`src/rtl/counter_pkg.sv`:
```
// Shared types and parameter checks for the stream-side index counters.
// Legality of the down_counter geometry is decided here so every user agrees on it.
package counter_pkg;

    typedef enum logic [1:0] {
        eIDLE,
        eCOUNTING,
        eDONE
    } down_state_t;

    // INPUT_MAX must be at least 1 and every index must fit in WORD_SIZE bits.
    function automatic bit down_params_ok(input int input_max, input int word_size);
        bit fits;
        if (word_size >= 31)
            fits = 1'b1;
        else
            fits = ((64'd1 << word_size) >= 64'(input_max));
        return (input_max >= 1) && (word_size >= 1) && fits;
    endfunction

endpackage

```
`src/rtl/down_counter.sv`:
```
// Reverse index generator: emits INPUT_MAX-1 down to 0 over a valid/ready stream,
// then pulses done_o for one cycle. Abort drops the run silently.
module down_counter #(
    parameter int WORD_SIZE = 16,
    parameter int INPUT_MAX = 10
) (
    input  logic                 clk_i,
    input  logic                 reset_n_i,
    input  logic                 start_i,
    input  logic                 abort_i,
    input  logic                 ready_i,
    output logic                 valid_o,
    output logic [WORD_SIZE-1:0] data_o,
    output logic                 last_o,
    output logic                 busy_o,
    output logic                 done_o
);
    import counter_pkg::*;

    if (!down_params_ok(INPUT_MAX, WORD_SIZE)) begin : g_bad_params
        $error("down_counter: illegal INPUT_MAX=%0d / WORD_SIZE=%0d", INPUT_MAX, WORD_SIZE);
    end

    localparam logic [WORD_SIZE-1:0] LOAD_VAL = WORD_SIZE'(INPUT_MAX - 1);

    down_state_t          state_q, state_d;
    logic [WORD_SIZE-1:0] data_q, data_d;

    always_comb begin
        state_d = state_q;
        data_d  = data_q;
        case (state_q)
            eIDLE: begin
                if (start_i) begin
                    state_d = eCOUNTING;
                    data_d  = LOAD_VAL;
                end
            end
            eCOUNTING: begin
                // Abort wins over a handshake landing in the same cycle.
                if (abort_i) begin
                    state_d = eIDLE;
                    data_d  = '0;
                end else if (ready_i) begin
                    if (data_q == '0) begin
                        state_d = eDONE;
                        data_d  = '0;
                    end else begin
                        data_d  = data_q - 1'b1;
                    end
                end
            end
            eDONE: begin
                if (start_i) begin
                    state_d = eCOUNTING;
                    data_d  = LOAD_VAL;
                end else begin
                    state_d = eIDLE;
                    data_d  = '0;
                end
            end
            default: begin
                state_d = eIDLE;
                data_d  = '0;
            end
        endcase
    end

    always_ff @(posedge clk_i or negedge reset_n_i) begin
        if (!reset_n_i) begin
            state_q <= eIDLE;
        end else begin
            state_q <= state_d;
        end
    end

    always_ff @(posedge clk_i or negedge reset_n_i) begin
        if (!reset_n_i) begin
            data_q <= '0;
        end else begin
            data_q <= data_d;
        end
    end

    // Every output decodes registers only, so nothing combinational reaches the port from inputs.
    assign valid_o = (state_q == eCOUNTING);
    assign busy_o  = (state_q == eCOUNTING);
    assign done_o  = (state_q == eDONE);
    assign data_o  = data_q;
    assign last_o  = valid_o && (data_q == '0);

endmodule

```
`config.mk`:
```
export PLATFORM = sky130hd
export DESIGN_NAME = down_counter
export DESIGN_NICKNAME = d
export VERILOG_FILES = /design/src/rtl/counter_pkg.sv /design/src/rtl/down_counter.sv
export SDC_FILE = /design/constraint.sdc
export NUM_CORES = 1
export LEC_CHECK = 0
export ABC_CLOCK_PERIOD_IN_PS = 2800
export CORE_UTILIZATION = 50
export CTS_BUF_LIST = sky130_fd_sc_hd__clkbuf_8 sky130_fd_sc_hd__clkbuf_16
export DETAILED_ROUTE_END_ITERATION = 8
export GPL_ROUTABILITY_DRIVEN = 0
export GPL_TIMING_DRIVEN = 0
export PLACE_DENSITY = 0.79
export SYNTH_ARGS = -nofsm -noshare
export SYNTH_HDL_FRONTEND = slang
export SYNTH_SLANG_ARGS = --single-unit
```
`constraint.sdc`:
```
create_clock -name clk_i -period 2.8 [get_ports clk_i]
set_clock_uncertainty 0.1 [all_clocks]
set_input_delay 0.7 -clock clk_i [delete_from_list [all_inputs] [get_ports clk_i]]
set_output_delay 0.7 -clock clk_i [all_outputs]
set_load 0.03 [all_outputs]
```
==> impl_metrics.csv, run 1 <==
group,metric,value,unit
outcome,status,"finished, final reports clean",
critical_path,crit_path_top_delay_cell,"dfrtp_2",
place,dp.final_hpwl,2100,um
place,place_inst,173,
sta,max_clock_freq,370,MHz
critical_path,timing.critical_path.cells,"inv_1 > ha_1 > nor4b_4 > nand4_4 > buf_6 > nor3b_2 > buf_4",
layout,most_frequent_standard_cell_in_the_layout_excluding_fill_and_tap_cells,"clkdlybuf4s50_1",
synth,synth.top_cell.area_share,38.1,%
sta,worst_hold_slack_across_all_endpoints,0.458,ns
critical_path,path_class,"reg -> out",
detailed_routing,viasPerCell,6.35,
cts,numCtsBuffers,3,
global_route,grt_antenna_before_repair,0,
sta,count_of_final_hold_check_violations,0,
min_path,hold_path_class,"reg -> reg",
detailed_routing,drt_first_pass_iters,4,
cts,clock-root-buffer,"clkbuf_8",
floorplan,fp.dieW,50.6,um
global_route,groute.usage.overall,26.9,%
sta,post-route-period-util,96.7,%
detailed_routing,wl_per_cell,17.3,um
cts,cts-root-to-sink-buffers,2,
floorplan,die_area,0.00256,mm^2
cts,clock_tree.htree_level_count,1,
critical_path,worst_path_maximum_fanout,10,
synth,mappedNetlistArea,0.00118,mm^2
global_route,pin_count_of_the_biggest_net_entering_global_routing,19,
layout,drive_gt1_share,20.6,%
layout,fin_nets,163,
cts,numClockSinks,18,
synth,synth.lib_cells_used.distinct,42,
critical_path,critPathArrivalTime,1.91,ns
layout,area.growth.synth_to_final,32.9,%
run,drv.max_cap_violation_count,0,
floorplan,die_height,50.6,um
power_and_ir_drop,ir_worst_vdd,0.000820,V
floorplan,placementRows,17,
global_route,vias_in_the_first_global_route,1054,
critical_path,worstPathRequired,2.00,ns
layout,most-common-layout-cells,"clkdlybuf4s50_1, a31oi_1, dfrtp_1",
power_and_ir_drop,leakage,0.000637,uW
layout,cell_count_final_fillers_out,183,
layout,antenna_cells,0,
global_route,gr_overflow_total,0,
synth,synth_ff_type,"dfrtp_1",
power_and_ir_drop,power.density,1350,mW/mm^2
critical_path,critical_path.startpoint_type,"flop",
critical_path,worstSetupEndpointType,"output pin",
floorplan,pin_count,25,
detailed_routing,number_of_vias_after_detailed_routing,1162,
detailed_routing,detail-route-antenna-nets,0,
synth,yosys_warnings,0,
synth,number_of_instances_in_the_synthesized_netlist,121,
cts,cts-hold-fix-buffers,0,
synth,synthesis.area_per_instance,9.76,um^2
sta,slew_violations,0,
place,numPortBuffers,24,
synth,ys_seq_elements,18,
detailed_routing,dr.first_iter.drc_count,30,
sta,timing.slew.headroom,42.2,%
detailed_routing,finalWirelength,3170,um
cts,clk_pin_slew_worst_paths,0.08,ns
critical_path,rrSetupSlack,0.69,ns
synth,synth-edff-count,0,
floorplan,starting_density,53.4,%
floorplan,design.core.area,0.00221,mm^2
cts,tritoncts_clock_tree,"done",
sta,post-route-min-period,2.71,ns
cts,clk-insertion-delay-late,0.26,ns
synth,ffs_w_async_s_r_synth,100,%
global_route,grt_first_pass_wirelength,5110,um
synth,synth.largest_area_cell,"dfrtp_1",
critical_path,cpPeakStageDelay,0.44,ns
sta,worst_slew_pin_slew,0.865,ns
synth,synth_area_leaders,"dfrtp_1, a31oi_1, nand2b_1, nor4_4, nand2_1",
detailed_routing,route.detailed.drc,0,
synth,seq_area_frac_synth,38.1,%
sta,timing.final.setup_violations,0,
synth,syn-num-nets,128,
## power breakdown
part | internal [uW] | total (uW) | switching [uW] | leakage, uW
sequential | 354 | 527 | 173 | 0.000237
clock | 125 | 223 | 97.9 | 0.0000288
combinational | 608 | 1370 | 764 | 0.000371
total | 1090 | 2120 | 1040 | 0.000637
## sequential cells by signal, summed over array words and instances, names as in the netlist
signal   flops
data_o      16
state_q      2
## repair_timing
action | 4_1_cts | 5_1_grt
pin swaps | 1 | 1
buffers inserted | 3 | 3
endpoints found under the hold margin | 0 | 0
gates resized for setup | 8 | 3
endpoints found under the setup margin | 1 | 1
## per-layer routing
layer | track usage (%) | vias to the layer above | routed length [um]
li1 | - | 538 | -
met3 | 3.64 | 4 | 139
met4 | 10.6 | 0 | 32
met5 | 0 | - | 0
met2 | 41.1 | 35 | 1610
met1 | 38.1 | 585 | 1390
## kinds of logic (layout without fill, tap and decap cells)
group / after synthesis / in the layout / share of synthesized area [%]
AO/OA/AOI/OAI: 37 / 37 / 21.9
adder cells (fa/ha/maj): 2 / 2 / 2.12
buffers and inverters: 12 / 46 / 4.87
flip-flops: 18 / 18 / 38.1
AND/OR/NAND/NOR: 52 / 52 / 32.9
## through the flow
step / instance area [um^2] / TNS, ns / setup slack [ns] / total power [uW] / util [%]
final: 1570 / 0 / 0.0937 / 2120 / 71.0
after detailed placement: 1460 / -0.382 / -0.382 / 1760 / 65.8
after floorplan: 1180 / 0 / 0.0377 / 1370 / -
after CTS: 1540 / 0 / 0.0536 / 2050 / 69.7
after global placement: 1460 / -0.363 / -0.363 / 1730 / 65.8
after global routing: 1570 / -0.00279 / -0.00279 / 2250 / 71.0
## area by class of cell
cell class,count,area [um^2]
buffer,6,41.3
clock buffer,4,55.1
fill,170,642
inverter,6,22.5
multi-input combinational,91,682
sequential,18,452
tap,28,35.0
timing repair buffer,30,283
## path summary, 6_finish.rpt
path                                          end  cells after the start              startpoint
setup / recovery                           last_o                      7   data_o[0]$_DFFE_PN0P_
hold / removal             data_o[14]$_DFFE_PN0P_                      1  data_o[14]$_DFFE_PN0P_
setup reg to reg            data_o[7]$_DFFE_PN0P_                      9   data_o[0]$_DFFE_PN0P_
hold reg to reg            data_o[14]$_DFFE_PN0P_                      1  data_o[14]$_DFFE_PN0P_
max in group asynchronous   data_o[0]$_DFFE_PN0P_                      1               reset_n_i
min in group asynchronous  data_o[11]$_DFFE_PN0P_                      1               reset_n_i
## synthesized netlist by cell type, types with 3 or more instances
library cell / count
a31oi_1: 18
nand2b_1: 7
nand2_1: 7
a21oi_1: 5
dfrtp_1: 18
nor2b_1: 3
a41oi_1: 3
inv_1: 6
nor2_1: 5
buf_2: 4
nand4_1: 3
## critical path, delay by kind of cell (launching register included)
family	cells	cell delay [ns]
AND/OR/NAND/NOR	3	0.59
buffers and inverters	3	0.45
flip-flops	1	0.44
adder cells (fa/ha/maj)	1	0.17
(Power assumes the default switching activity.)
==> run 2, diff against run 1 <==
HOLD_SLACK_MARGIN = 0.15   (was not set)
==> results of run 2 <==
No change in the layout: final DEF, timing and power equal those of run 1.
